`src/rtl/cdb_arbiter.sv`:
```
// Write-back scheduler: two producer FIFOs arbitrated onto one registered common data bus.
// Optional macro CDB_LSB_PRIO_EN: LSB wins contested grants, with an anti-starvation turn for ALU.
module cdb_arbiter #(
    parameter int ROB_W   = 4,
    parameter int Q_DEPTH = 2
) (
    input  logic             clk_in,
    input  logic             rst_n_in,
    input  logic             rdy_in,
    input  logic             flush_in,
    input  logic             alu_valid,
    output logic             alu_ready,
    input  logic [ROB_W-1:0] alu_rob_id,
    input  logic [31:0]      alu_value,
    input  logic             alu_has_tgt,
    input  logic [31:0]      alu_tgt,
    input  logic             lsb_valid,
    output logic             lsb_ready,
    input  logic [ROB_W-1:0] lsb_rob_id,
    input  logic [31:0]      lsb_value,
    output logic             cdb_valid,
    output logic [ROB_W-1:0] cdb_rob_id,
    output logic [31:0]      cdb_value,
    output logic             cdb_has_tgt,
    output logic [31:0]      cdb_tgt,
    output logic             cdb_src
);
    localparam int PTR_W = (Q_DEPTH > 1) ? $clog2(Q_DEPTH) : 1;
    localparam int CNT_W = $clog2(Q_DEPTH + 1);
    localparam logic [CNT_W-1:0] CNT_MAX = CNT_W'(Q_DEPTH);

    typedef enum logic [1:0] {GNT_NONE, GNT_ALU, GNT_LSB} grant_e;

    logic [ROB_W-1:0] alu_id_mem  [Q_DEPTH];
    logic [31:0]      alu_val_mem [Q_DEPTH];
    logic             alu_ht_mem  [Q_DEPTH];
    logic [31:0]      alu_tgt_mem [Q_DEPTH];
    logic [ROB_W-1:0] lsb_id_mem  [Q_DEPTH];
    logic [31:0]      lsb_val_mem [Q_DEPTH];

    logic [PTR_W-1:0] alu_head_q, alu_head_d, alu_tail_q, alu_tail_d;
    logic [PTR_W-1:0] lsb_head_q, lsb_head_d, lsb_tail_q, lsb_tail_d;
    logic [CNT_W-1:0] alu_cnt_q, alu_cnt_d, lsb_cnt_q, lsb_cnt_d;

    logic             cdb_valid_q, cdb_valid_d;
    logic [ROB_W-1:0] cdb_rob_id_q, cdb_rob_id_d;
    logic [31:0]      cdb_value_q, cdb_value_d;
    logic             cdb_has_tgt_q, cdb_has_tgt_d;
    logic [31:0]      cdb_tgt_q, cdb_tgt_d;
    logic             cdb_src_q, cdb_src_d;

`ifdef CDB_LSB_PRIO_EN
    logic [1:0]       lsb_streak_q, lsb_streak_d;
`else
    logic             last_lsb_q, last_lsb_d;
`endif

    logic   alu_push, lsb_push, alu_pop, lsb_pop, alu_ne, lsb_ne, contested;
    grant_e grant;

    always_comb begin
        alu_ready = rst_n_in && rdy_in && !flush_in && (alu_cnt_q < CNT_MAX);
        lsb_ready = rst_n_in && rdy_in && !flush_in && (lsb_cnt_q < CNT_MAX);
        alu_push  = alu_valid && alu_ready;
        lsb_push  = lsb_valid && lsb_ready;
        alu_ne    = (alu_cnt_q != '0);
        lsb_ne    = (lsb_cnt_q != '0);
        contested = alu_ne && lsb_ne;

        grant = GNT_NONE;
        if (rdy_in && !flush_in) begin
            if (contested) begin
`ifdef CDB_LSB_PRIO_EN
                grant = (lsb_streak_q == 2'd3) ? GNT_ALU : GNT_LSB;
`else
                grant = last_lsb_q ? GNT_ALU : GNT_LSB;
`endif
            end else if (alu_ne) begin
                grant = GNT_ALU;
            end else if (lsb_ne) begin
                grant = GNT_LSB;
            end
        end
        alu_pop = (grant == GNT_ALU);
        lsb_pop = (grant == GNT_LSB);

        alu_head_d    = alu_head_q;
        alu_tail_d    = alu_tail_q;
        alu_cnt_d     = alu_cnt_q;
        lsb_head_d    = lsb_head_q;
        lsb_tail_d    = lsb_tail_q;
        lsb_cnt_d     = lsb_cnt_q;
        cdb_valid_d   = cdb_valid_q;
        cdb_rob_id_d  = cdb_rob_id_q;
        cdb_value_d   = cdb_value_q;
        cdb_has_tgt_d = cdb_has_tgt_q;
        cdb_tgt_d     = cdb_tgt_q;
        cdb_src_d     = cdb_src_q;
`ifdef CDB_LSB_PRIO_EN
        lsb_streak_d  = lsb_streak_q;
`else
        last_lsb_d    = last_lsb_q;
`endif

        if (rdy_in && flush_in) begin
            alu_head_d  = '0;
            alu_tail_d  = '0;
            alu_cnt_d   = '0;
            lsb_head_d  = '0;
            lsb_tail_d  = '0;
            lsb_cnt_d   = '0;
            cdb_valid_d = 1'b0;
`ifdef CDB_LSB_PRIO_EN
            lsb_streak_d = 2'd0;
`else
            last_lsb_d   = 1'b1;
`endif
        end else if (rdy_in) begin
            alu_tail_d  = alu_tail_q + PTR_W'(alu_push);
            alu_head_d  = alu_head_q + PTR_W'(alu_pop);
            alu_cnt_d   = alu_cnt_q + CNT_W'(alu_push) - CNT_W'(alu_pop);
            lsb_tail_d  = lsb_tail_q + PTR_W'(lsb_push);
            lsb_head_d  = lsb_head_q + PTR_W'(lsb_pop);
            lsb_cnt_d   = lsb_cnt_q + CNT_W'(lsb_push) - CNT_W'(lsb_pop);
            cdb_valid_d = (grant != GNT_NONE);
            if (alu_pop) begin
                cdb_rob_id_d  = alu_id_mem[alu_head_q];
                cdb_value_d   = alu_val_mem[alu_head_q];
                cdb_has_tgt_d = alu_ht_mem[alu_head_q];
                cdb_tgt_d     = alu_tgt_mem[alu_head_q];
                cdb_src_d     = 1'b0;
            end else if (lsb_pop) begin
                cdb_rob_id_d  = lsb_id_mem[lsb_head_q];
                cdb_value_d   = lsb_val_mem[lsb_head_q];
                cdb_has_tgt_d = 1'b0;
                cdb_tgt_d     = 32'd0;
                cdb_src_d     = 1'b1;
            end
`ifdef CDB_LSB_PRIO_EN
            // Only contested LSB wins count toward the ALU starvation turn.
            if (alu_pop) begin
                lsb_streak_d = 2'd0;
            end else if (lsb_pop && contested) begin
                lsb_streak_d = lsb_streak_q + 2'd1;
            end
`else
            if (contested) begin
                last_lsb_d = lsb_pop;
            end
`endif
        end
    end

    // Queue payload storage carries no reset; the counters decide what is live.
    always_ff @(posedge clk_in) begin
        if (alu_push) begin
            alu_id_mem[alu_tail_q]  <= alu_rob_id;
            alu_val_mem[alu_tail_q] <= alu_value;
            alu_ht_mem[alu_tail_q]  <= alu_has_tgt;
            alu_tgt_mem[alu_tail_q] <= alu_tgt;
        end
        if (lsb_push) begin
            lsb_id_mem[lsb_tail_q]  <= lsb_rob_id;
            lsb_val_mem[lsb_tail_q] <= lsb_value;
        end
    end

    always_ff @(posedge clk_in or negedge rst_n_in) begin
        if (!rst_n_in) begin
            alu_head_q    <= '0;
            alu_tail_q    <= '0;
            alu_cnt_q     <= '0;
            lsb_head_q    <= '0;
            lsb_tail_q    <= '0;
            lsb_cnt_q     <= '0;
            cdb_valid_q   <= 1'b0;
            cdb_rob_id_q  <= '0;
            cdb_value_q   <= '0;
            cdb_has_tgt_q <= 1'b0;
            cdb_tgt_q     <= '0;
            cdb_src_q     <= 1'b0;
`ifdef CDB_LSB_PRIO_EN
            lsb_streak_q  <= 2'd0;
`else
            last_lsb_q    <= 1'b1;
`endif
        end else begin
            alu_head_q    <= alu_head_d;
            alu_tail_q    <= alu_tail_d;
            alu_cnt_q     <= alu_cnt_d;
            lsb_head_q    <= lsb_head_d;
            lsb_tail_q    <= lsb_tail_d;
            lsb_cnt_q     <= lsb_cnt_d;
            cdb_valid_q   <= cdb_valid_d;
            cdb_rob_id_q  <= cdb_rob_id_d;
            cdb_value_q   <= cdb_value_d;
            cdb_has_tgt_q <= cdb_has_tgt_d;
            cdb_tgt_q     <= cdb_tgt_d;
            cdb_src_q     <= cdb_src_d;
`ifdef CDB_LSB_PRIO_EN
            lsb_streak_q  <= lsb_streak_d;
`else
            last_lsb_q    <= last_lsb_d;
`endif
        end
    end

    assign cdb_valid   = cdb_valid_q;
    assign cdb_rob_id  = cdb_rob_id_q;
    assign cdb_value   = cdb_value_q;
    assign cdb_has_tgt = cdb_has_tgt_q;
    assign cdb_tgt     = cdb_tgt_q;
    assign cdb_src     = cdb_src_q;
endmodule

```
`config.mk`:
```
export PLATFORM = sky130hd
export DESIGN_NAME = cdb_arbiter
export DESIGN_NICKNAME = d
export VERILOG_FILES = /design/src/rtl/cdb_arbiter.sv
export SDC_FILE = /design/constraint.sdc
export NUM_CORES = 1
export LEC_CHECK = 0
export BUFFER_PORTS_ARGS = -buffer_cell sky130_fd_sc_hd__buf_4
export CORE_ASPECT_RATIO = 1.1
export CORE_UTILIZATION = 56
export CTS_CLUSTER_DIAMETER = 50
export DETAILED_ROUTE_END_ITERATION = 6
export PLACE_DENSITY_LB_ADDON = 0.05
export SYNTH_ARGS = -nofsm -noshare
export SYNTH_HDL_FRONTEND = slang
export SYNTH_SLANG_ARGS = --single-unit
export TNS_END_PERCENT = 1
```
`constraint.sdc`:
```
create_clock -name clk_in -period 3.7 [get_ports clk_in]
set_input_delay 0.185 -clock clk_in [delete_from_list [all_inputs] [get_ports clk_in]]
set_output_delay 0.185 -clock clk_in [all_outputs]
set_load 0.01 [all_outputs]
```
==> results of run 1 <==
## Yosys cell counts
cell / count
o22ai_1: 5
dfstp_2: 1
nand2b_1: 2
inv_1: 9
clkbuf_1: 28
edfxtp_1: 210
nor2b_1: 1
or2_1: 1
buf_1: 2
nand3b_1: 4
o21ai_0: 5
buf_2: 3
a21oi_1: 2
mux2_2: 1
buf_4: 1
o221ai_1: 9
nor4_1: 1
or3b_1: 1
buf_6: 3
nor2_1: 40
xor2_1: 1
o221ai_2: 28
mux2i_1: 105
nand2_1: 44
o311ai_0: 1
dfrtp_1: 79
xnor2_1: 1
a22o_1: 34
ha_1: 11
and2_1: 3
o21a_1: 2
## power breakdown
| part | internal, W | total, W | leakage (nW) | switching, W |
|---|---|---|---|---|
| sequential | 0.00374 | 0.00399 | 2.96 | 0.000251 |
| clock | 0.00160 | 0.00276 | 0.441 | 0.00116 |
| combinational | 0.000787 | 0.00145 | 2.31 | 0.000665 |
| total | 0.00613 | 0.00820 | 5.71 | 0.00208 |
## area by class of cell
cell class / count / area share [%]
sequential: 290 / 56.6
timing repair buffer: 304 / 17.7
multi-input combinational: 302 / 17.3
clock buffer: 43 / 5.57
tap: 247 / 2.10
clock inverter: 9 / 0.545
inverter: 9 / 0.230
## cells by family (layout without fill, tap and decap cells)
group,after synthesis,after routing
AND/OR/NAND/NOR,97,97
multiplexers,106,106
flip-flops,290,290
adder cells (fa/ha/maj),11,11
AO/OA/AOI/OAI,86,86
buffers and inverters,46,365
XOR/XNOR,2,2
## layer usage
layer  up-vias  track usage [%]  part of all wire (%)
met5         -                0                     0
met1      3325             29.1                    39
met2       236             43.8                    53
li1       3047                -                     -
met4         0             7.58                   2.1
met3        42             4.01                   5.8
## metrics by stage
stage / utilization [%] / worst slack, ns / cells / total power, W / hold WS, ns
floorplan: - / 0.756 / 638 / 0.00477 / -0.111
global placement: 66.3 / 1.09 / 1043 / 0.00535 / 0.0869
detailed placement: 66.3 / 0.856 / 1043 / 0.00541 / 0.0998
CTS: 76.7 / 0.857 / 1204 / 0.00824 / 0.0858
global route: 76.7 / 0.688 / 1204 / 0.00852 / 0.103
finish: 76.7 / 0.840 / 1204 / 0.00820 / 0.0809
## sequential cells by signal, summed over array words and instances (netlist names), 2 cells and up
signal and flops:
alu_tgt_mem 64, alu_val_mem 64, lsb_val_mem 64, cdb_tgt 32
cdb_value 32, alu_id_mem 8, lsb_id_mem 8, cdb_rob_id 4
alu_cnt_q 2, alu_ht_mem 2, lsb_cnt_q 2
## worst reg2reg max path: cells and delay by family (launching register included)
family / cells / cell delay [ns]
and+or+nand+nor: 4 / 0.85
DFF: 1 / 0.43
adders and majority gates: 1 / 0.19
AOI/OAI and AO/OA: 1 / 0.24
buffers and inverters: 2 / 0.91
## path summary, 6_finish.rpt
path	startpoint	cells after the start	slack, ns	end
max	flush_in	10	0.84	cdb_value[8]
min	rst_n_in	2	0.08	cdb_value[9]
max reg2reg	lsb_cnt_q[1]	8	0.92	cdb_value[8]
min reg2reg	cdb_value[25]	2	0.49	cdb_value[25]
max in group asynchronous	rst_n_in	3	2.38	alu_head_q
min in group clk_in	lsb_valid	4	0.12	lsb_tail_q
==> impl_metrics.ini, run 1 <==
[finish]
design_area_sq_um = 14700
drive_gt1_share_pct = 28.7
diodes = 0
multi_input_area_sq_um = 2540
area_growth_pct = 33.4
fill_cells = 1142
final_nets = 1058
layout_common_cells = 210 x edfxtp_1, 191 x buf_4, 109 x dlygate4sd3_1
final_common_cell = edfxtp_1
seq_area_sq_um = 8310

[worst_setup_path]
cp-end-kind = flip-flop
max_stage_delay_ns = 0.55
critPathMostFrequentCell = buf_4
crit_chain = dlygate4sd3_1, buf_4, nand2b_1, nor2_1, o21a_1, ha_1, buf_4, or2_2, buf_4, o221ai_1
cp-start-kind = input port
cp_num_buf_inv = 4
critPathTopFamily = buffers and inverters
crit_arrival_ns = 3.24
worstSetupPathType = input port to flip-flop
critical-path-slowest-cell = dlygate4sd3_1
cp.required_ns = 4.08
crit_fanout = 37

[yosys]
netlist_top_cells_area = edfxtp_1 57%, dfrtp_1 18%, mux2i_1 9.5%, o221ai_2 3.8%, a22o_1 2.7%
yosys.area_share.simple_pct = 3.67
synth_top_family_by_area = multiplexers
synthAdderAreaFrac_pct = 1.25
avgSynthCellArea_sq_um = 17.3
synth.top_cell.area_share_pct = 57.2
synth_seq_cells = 290
yosysSeqAreaShare_pct = 75.4
synth_compound_area_share_pct = 8.05
syn_inst = 638
synthMuxAreaShare_pct = 9.64
synth_nets = 760
synth_cell_types = 31
synth_xor_area_share_pct = 0.159
synth_warnings = 0
synth_top_area_cell = edfxtp_1
synth.cell_area_sq_um = 11000

[sta]
slew_headroom_pct = 27.5
timing.final.max_slew_violations = 0
max_clock_freq_mhz = 350
finalHoldViolations = 0
tightest_slew_ns = 1.09
fin_crit_sh_pct = 77.3
worst_clock_skew_ns = 0.0108
finalCriticalPeriod_ns = 2.86
finalSetupTns_ns = 0
setup_viol = 0
rsz0062_at_grt = false

[drt]
wl_per_cell_microns = 19.7
wl_mm = 23.7
drt_iter0_markers = 348
firstDrtPassIters = 4
drc = 0
ant_nets = 0
vias = 6650
viasPerCell = 5.52

[cts]
cts.hold.buffers_added = 109
cts_tree = done
clock_latency_ns = 0.54
cts_made_buffers = 29
cts_max_level = 1
numClockSinks = 290
cts_setup_buffers = 0
root_buffer = clkbuf_16
clk_pin_slew_ns = 0.06
cts_resized = 0
cts_buffer_depth = 3

[min_path]
hp-class = input port to async pin

[power_and_ir_drop]
leakage_nw = 5.71
p_per_area_nw_per_um2 = 558
vdd_drop_max_mv = 0.382

[global_routing]
grt_max_degree = 104
overflow = 0
grt_pass1_vias = 7219
grt_antenna_before_repair = 0
grt_pass1_wl_mm = 36.8
grt_usage_pct = 24.1

[placed_design]
placed_cell_area_sq_um = 12700
hpwl_mm = 14.2
io_buffers = 183
place_congestion = 0.832

[floorplan]
pin_count = 184
placementRows = 53
die_h_microns = 149
fp.dieW_microns = 136
initial_core_util_pct = 57.5
core_area_sq_um = 19200
dieArea_sq_um = 20200

[status]
status = completed

[flow_run]
maxCapViolCount = 0
Power figures use the tool's default switching activity.
==> run 2, diff against run 1 <==
- clock period: 3.7 -> 2.7 ns (I/O delays scaled with it)
==> impl_metrics.ini, run 2 (same netlist as run 1, synthesis figures left out) <==
[status]
status = completed

[sta]
setup_slack_ns = 0.281
worst_clock_skew_ns = 0.0146
tightest_slew_ns = 0.788
rsz0062_at_grt = false
fin_crit_sh_pct = 89.6
hold_ws_ns = 0.0806
max_clock_freq_mhz = 413
finalCriticalPeriod_ns = 2.42
timing.final.max_slew_violations = 0
setup_viol = 0
finalHoldViolations = 0
slew_headroom_pct = 47.5

[power_and_ir_drop]
leakage_nw = 5.75
p_switching_w = 0.00288
p_seq_share_pct = 47.6
p_int_w = 0.00857
vdd_drop_max_mv = 0.847
combPwrFrac_pct = 17.9
swShare_pct = 25.2
clkPwrFrac_pct = 34.4
p_per_area_nw_per_um2 = 772

[cts]
cts_resized = 0
cts_tree = done
clk_pin_slew_ns = 0.06
root_buffer = clkbuf_16
cts_made_buffers = 29
cts_setup_buffers = 0
clock_latency_ns = 0.54
numClockSinks = 290
cts_max_level = 1
cts_buffer_depth = 3

[flow_run]
maxCapViolCount = 0

[worst_setup_path]
worstSetupPathType = input port to flip-flop
crit_fanout = 9
cp.required_ns = 3.09
cp-end-kind = flip-flop
critical-path-slowest-cell = dlygate4sd3_1
crit_arrival_ns = 2.81
crit_chain = dlygate4sd3_1, buf_4, nand2b_1, nor2_1, o21ai_0, ha_1, ha_1, inv_1, ha_1, xnor2_1, o311ai_0
worstRegToRegCells = 8
cp-start-kind = input port
critPathMostFrequentCell = ha_1
max_stage_delay_ns = 0.54
cp-startpoint = flush_in
reg2reg_from = alu_cnt_q[1]

[placed_design]
dp_slack_ns = 0.358
hpwl_mm = 14.0
place_congestion = 0.833
io_buffers = 183

[floorplan]
core_area_sq_um = 19200
fp.dieW_microns = 136
initial_core_util_pct = 57.5
pin_count = 184
die_h_microns = 149
dieArea_sq_um = 20200
placementRows = 53

[global_routing]
grt_pass1_vias = 7300
grt_antenna_before_repair = 0
overflow = 0
grt_pass1_wl_mm = 37.5
grt_usage_pct = 24.5
grt_max_degree = 70

[min_path]
hp-class = input port to flip-flop
worstHoldStart = lsb_valid
hold_path_depth = 4

[finish]
fill_cells = 1100
final_common_cell = edfxtp_1
area_growth_pct = 34.5
final_nets = 1063
layout_common_cells = 210 x edfxtp_1, 193 x buf_4, 109 x dlygate4sd3_1
top_regs = alu_tgt_mem: 64 flops, alu_val_mem: 64 flops, lsb_val_mem: 64 flops
drive_gt1_share_pct = 29.0

[drt]
wl_per_cell_microns = 19.8
ant_nets = 0
drt_iter0_markers = 270
drc = 0
vias = 6626
wl_mm = 24.0
viasPerCell = 5.47
firstDrtPassIters = 4
==> run 2: cell count changes in the layout (fill, tap and decap cells not counted), sizes merged <==
cell,delta
diode,+1
buf,+5
clkinvlp,+1
bufinv,+2
inv,-1
clkbuf,-2
clkinv,+2
==> run 2: through the flow <==
stage | utilization (%) | area [sq um] | cells | setup TNS (ns) | power, W
2_1_floorplan | - | 11000 | 638 | -33.65 | 0.00654
3_3_place_gp | 66.7 | 12800 | 1048 | 0 | 0.00737
3_5_place_dp | 66.7 | 12800 | 1048 | 0 | 0.00745
4_1_cts | 77.3 | 14800 | 1211 | 0 | 0.0115
5_1_grt | 77.3 | 14800 | 1211 | 0 | 0.0119
6_report | 77.4 | 14800 | 1212 | 0 | 0.0115
==> run 2: final timing paths <==
kind	slack [ns]	to
max reg2reg	0.33	cdb_value[18]
max	0.28	lsb_cnt_q[1]
min reg2reg	0.50	cdb_src
max in group asynchronous	1.32	alu_head_q
min	0.08	lsb_tail_q
min in group asynchronous	0.19	cdb_value[9]
==> run 2: critical path, delay by kind of cell <==
family / cells / cell delay, ns
simple gates: 2 / 0.46
compound gates: 2 / 0.55
xor+xnor: 1 / 0.14
fa+ha+maj: 3 / 0.77
buf+inv: 3 / 0.75
==> run 2: layer usage <==
metal	wire length [microns]	global-route usage, %	vias up
li1	-	-	3060
met1	9300	29.5	3316
met2	12700	44.1	211
met3	1520	4.83	39
met4	448	7.53	0
met5	0	0	-
==> run 2: cell type report <==
cell class | instances | area [sq um] | area share (%)
tap | 247 | 309 | 2.08
clock buffer | 41 | 791 | 5.33
timing repair buffer | 309 | 2680 | 18.1
clock inverter | 13 | 154 | 1.04
sequential | 290 | 8310 | 56.1
inverter | 9 | 33.8 | 0.228
multi-input combinational | 302 | 2540 | 17.1
antenna | 1 | 2.50 | 0.0169
==> run 2: timing repair <==
item | CTS | global route
hold buffers | 109 | 0
hold endpoints to repair | 242 | 0
endpoints found under the setup margin | 0 | 0
==> run 2: power groups by stage <==
stage | Clock, W | Sequential, W | Combinational [W]
3_3_place_gp | 0 | 0.00552 | 0.00185
2_1_floorplan | 0 | 0.00549 | 0.00105
4_1_cts | 0.00401 | 0.00545 | 0.00206
6_report | 0.00394 | 0.00546 | 0.00205
5_1_grt | 0.00417 | 0.00549 | 0.00222
3_5_place_dp | 0 | 0.00554 | 0.00192
==> run 3, diff against run 2 <==
- CELL_PAD_IN_SITES_DETAIL_PLACEMENT: default -> 0
- CELL_PAD_IN_SITES_GLOBAL_PLACEMENT: default -> 1
- CORE_UTILIZATION: 56 -> 47
==> impl_metrics.ini, run 3 (same netlist as run 1, synthesis figures left out) <==
[drt]
firstDrtPassIters = 4
vias = 6490
wl_mm = 23.8
drc = 0
drt_iter0_markers = 349
ant_nets = 0
viasPerCell = 5.12
wl_per_cell_microns = 18.8

[global_routing]
overflow = 0
grt_usage_pct = 20.2
grt_pass1_vias = 6894
grt_antenna_before_repair = 2
grt_pass1_wl_mm = 36.8
grt_max_degree = 60

[sta]
timing.final.max_slew_violations = 0
setup_viol = 0
rsz0062_at_grt = false
worst_clock_skew_ns = 0.0122
slew_headroom_pct = 55.3
finalHoldViolations = 0
finalSetupTns_ns = 0
fin_crit_sh_pct = 87.8
max_clock_freq_mhz = 422
tightest_slew_ns = 0.671
finalCriticalPeriod_ns = 2.37

[floorplan]
dieArea_sq_um = 24100
pin_count = 184
core_area_sq_um = 22900
placementRows = 58
initial_core_util_pct = 48.1
die_h_microns = 163
fp.dieW_microns = 148

[worst_setup_path]
cp-end-kind = flip-flop
worstSetupPathType = input port to flip-flop
crit_chain = dlygate4sd3_1, buf_4, nand2b_1, nor2_1, o21a_1, ha_1, or3b_4, or2_2, buf_12, o221ai_1
crit_arrival_ns = 2.83
cp-start-kind = input port
crit_fanout = 37
max_stage_delay_ns = 0.54
critical-path-slowest-cell = dlygate4sd3_1
cp.required_ns = 3.16

[power_and_ir_drop]
p_switching_w = 0.00288
p_per_area_nw_per_um2 = 783
power_w = 0.0118
leakage_nw = 5.82
clkPwrFrac_pct = 36.4
swShare_pct = 24.5
p_int_w = 0.00889
combPwrFrac_pct = 17.4
p_seq_share_pct = 46.2
vdd_drop_max_mv = 0.613

[cts]
cts_max_level = 1
cts_resized = 0
cts_buffer_depth = 3
cts_setup_buffers = 0
cts.hold.buffers_added = 108
clk_pin_slew_ns = 0.06
cts_tree = done
clock_latency_ns = 0.55
numClockSinks = 290
root_buffer = clkbuf_16
cts_made_buffers = 30

[finish]
fill_cells = 1682
fin_cells = 1267
final_nets = 1063
top_regs = alu_tgt_mem: 64 flops, alu_val_mem: 64 flops, lsb_val_mem: 64 flops
final_common_cell = edfxtp_1
area_growth_pct = 36.5
utilization_pct = 65.6
drive_gt1_share_pct = 29.5
layout_common_cells = 210 x edfxtp_1, 189 x buf_4, 108 x dlygate4sd3_1

[min_path]
hp-class = input port to flip-flop

[placed_design]
place_congestion = 0.799
hpwl_mm = 14.3
dp.cells = 1101
io_buffers = 183

[flow_run]
maxCapViolCount = 0

[status]
status = completed
[run 3: cell types whose count changed in the layout (fill, tap and decap cells not counted)]
cell and delta:
buf_12 +4, dlygate4sd3_1 -1, buf_4 -4, clkinv_2 +1, bufinv_16 +1, clkinv_1 -2, inv_6 -1, diode_2 +1
clkbuf_1 -1, clkbuf_16 +3, clkinv_4 -1, clkbuf_8 +2
[run 3: power by group through the flow]
stage / sequential (W) / clock (W) / combinational (W)
after floorplan: 0.00549 / 0 / 0.00105
after global placement: 0.00553 / 0 / 0.00189
after detailed placement: 0.00554 / 0 / 0.00194
after CTS: 0.00545 / 0.00439 / 0.00207
after global routing: 0.00548 / 0.00455 / 0.00221
final: 0.00544 / 0.00429 / 0.00204
[run 3: final timing paths]
kind,startpoint,endpoint,slack [ns],cells after the start
setup / recovery,flush_in,cdb_value[6],0.33,10
hold / removal,lsb_valid,lsb_tail_q,0.06,4
setup reg to reg,lsb_cnt_q[1],cdb_value[6],0.36,8
hold reg to reg,cdb_value[17],cdb_value[17],0.50,2
max in group asynchronous,rst_n_in,alu_head_q,1.33,4
min in group asynchronous,rst_n_in,cdb_value[10],0.25,3
[run 3: cell type report]
cell class	count	area, sq um	share of cell area, %
Sequential cell	290	8310	55.3
Timing Repair Buffer	308	2720	18.1
Multi-Input combinational cell	302	2540	16.9
Clock buffer	45	890	5.91
Tap cell	300	375	2.50
Clock inverter	11	164	1.09
Inverter	9	33.8	0.225
Antenna cell	2	5.00	0.0333
[run 3: worst max-delay path, delay by kind of cell]
kind            cells  cell delay (ns)
compound gates      2             0.38
simple gates        4             1.14
fa+ha+maj           1             0.23
buf+inv             3             0.93
[run 3: routing by layer]
| layer | global-route usage, % | share of wire (%) |
|---|---|---|
| met3 | 3.64 | 5.4 |
| met4 | 5.86 | 1.9 |
| met5 | 0 | 0 |
| met1 | 25.6 | 42 |
| met2 | 35.3 | 50 |
[run 3: per-stage QoR]
stage / area (sq um) / setup slack (ns) / hold slack [ns]
after global routing: 15000 / 0.164 / 0.0881
after floorplan: 11000 / -0.244 / -0.161
final: 15000 / 0.330 / 0.0641
after CTS: 15000 / 0.340 / 0.0429
after detailed placement: 12900 / 0.321 / 0.281
after global placement: 12900 / 0.414 / 0.279
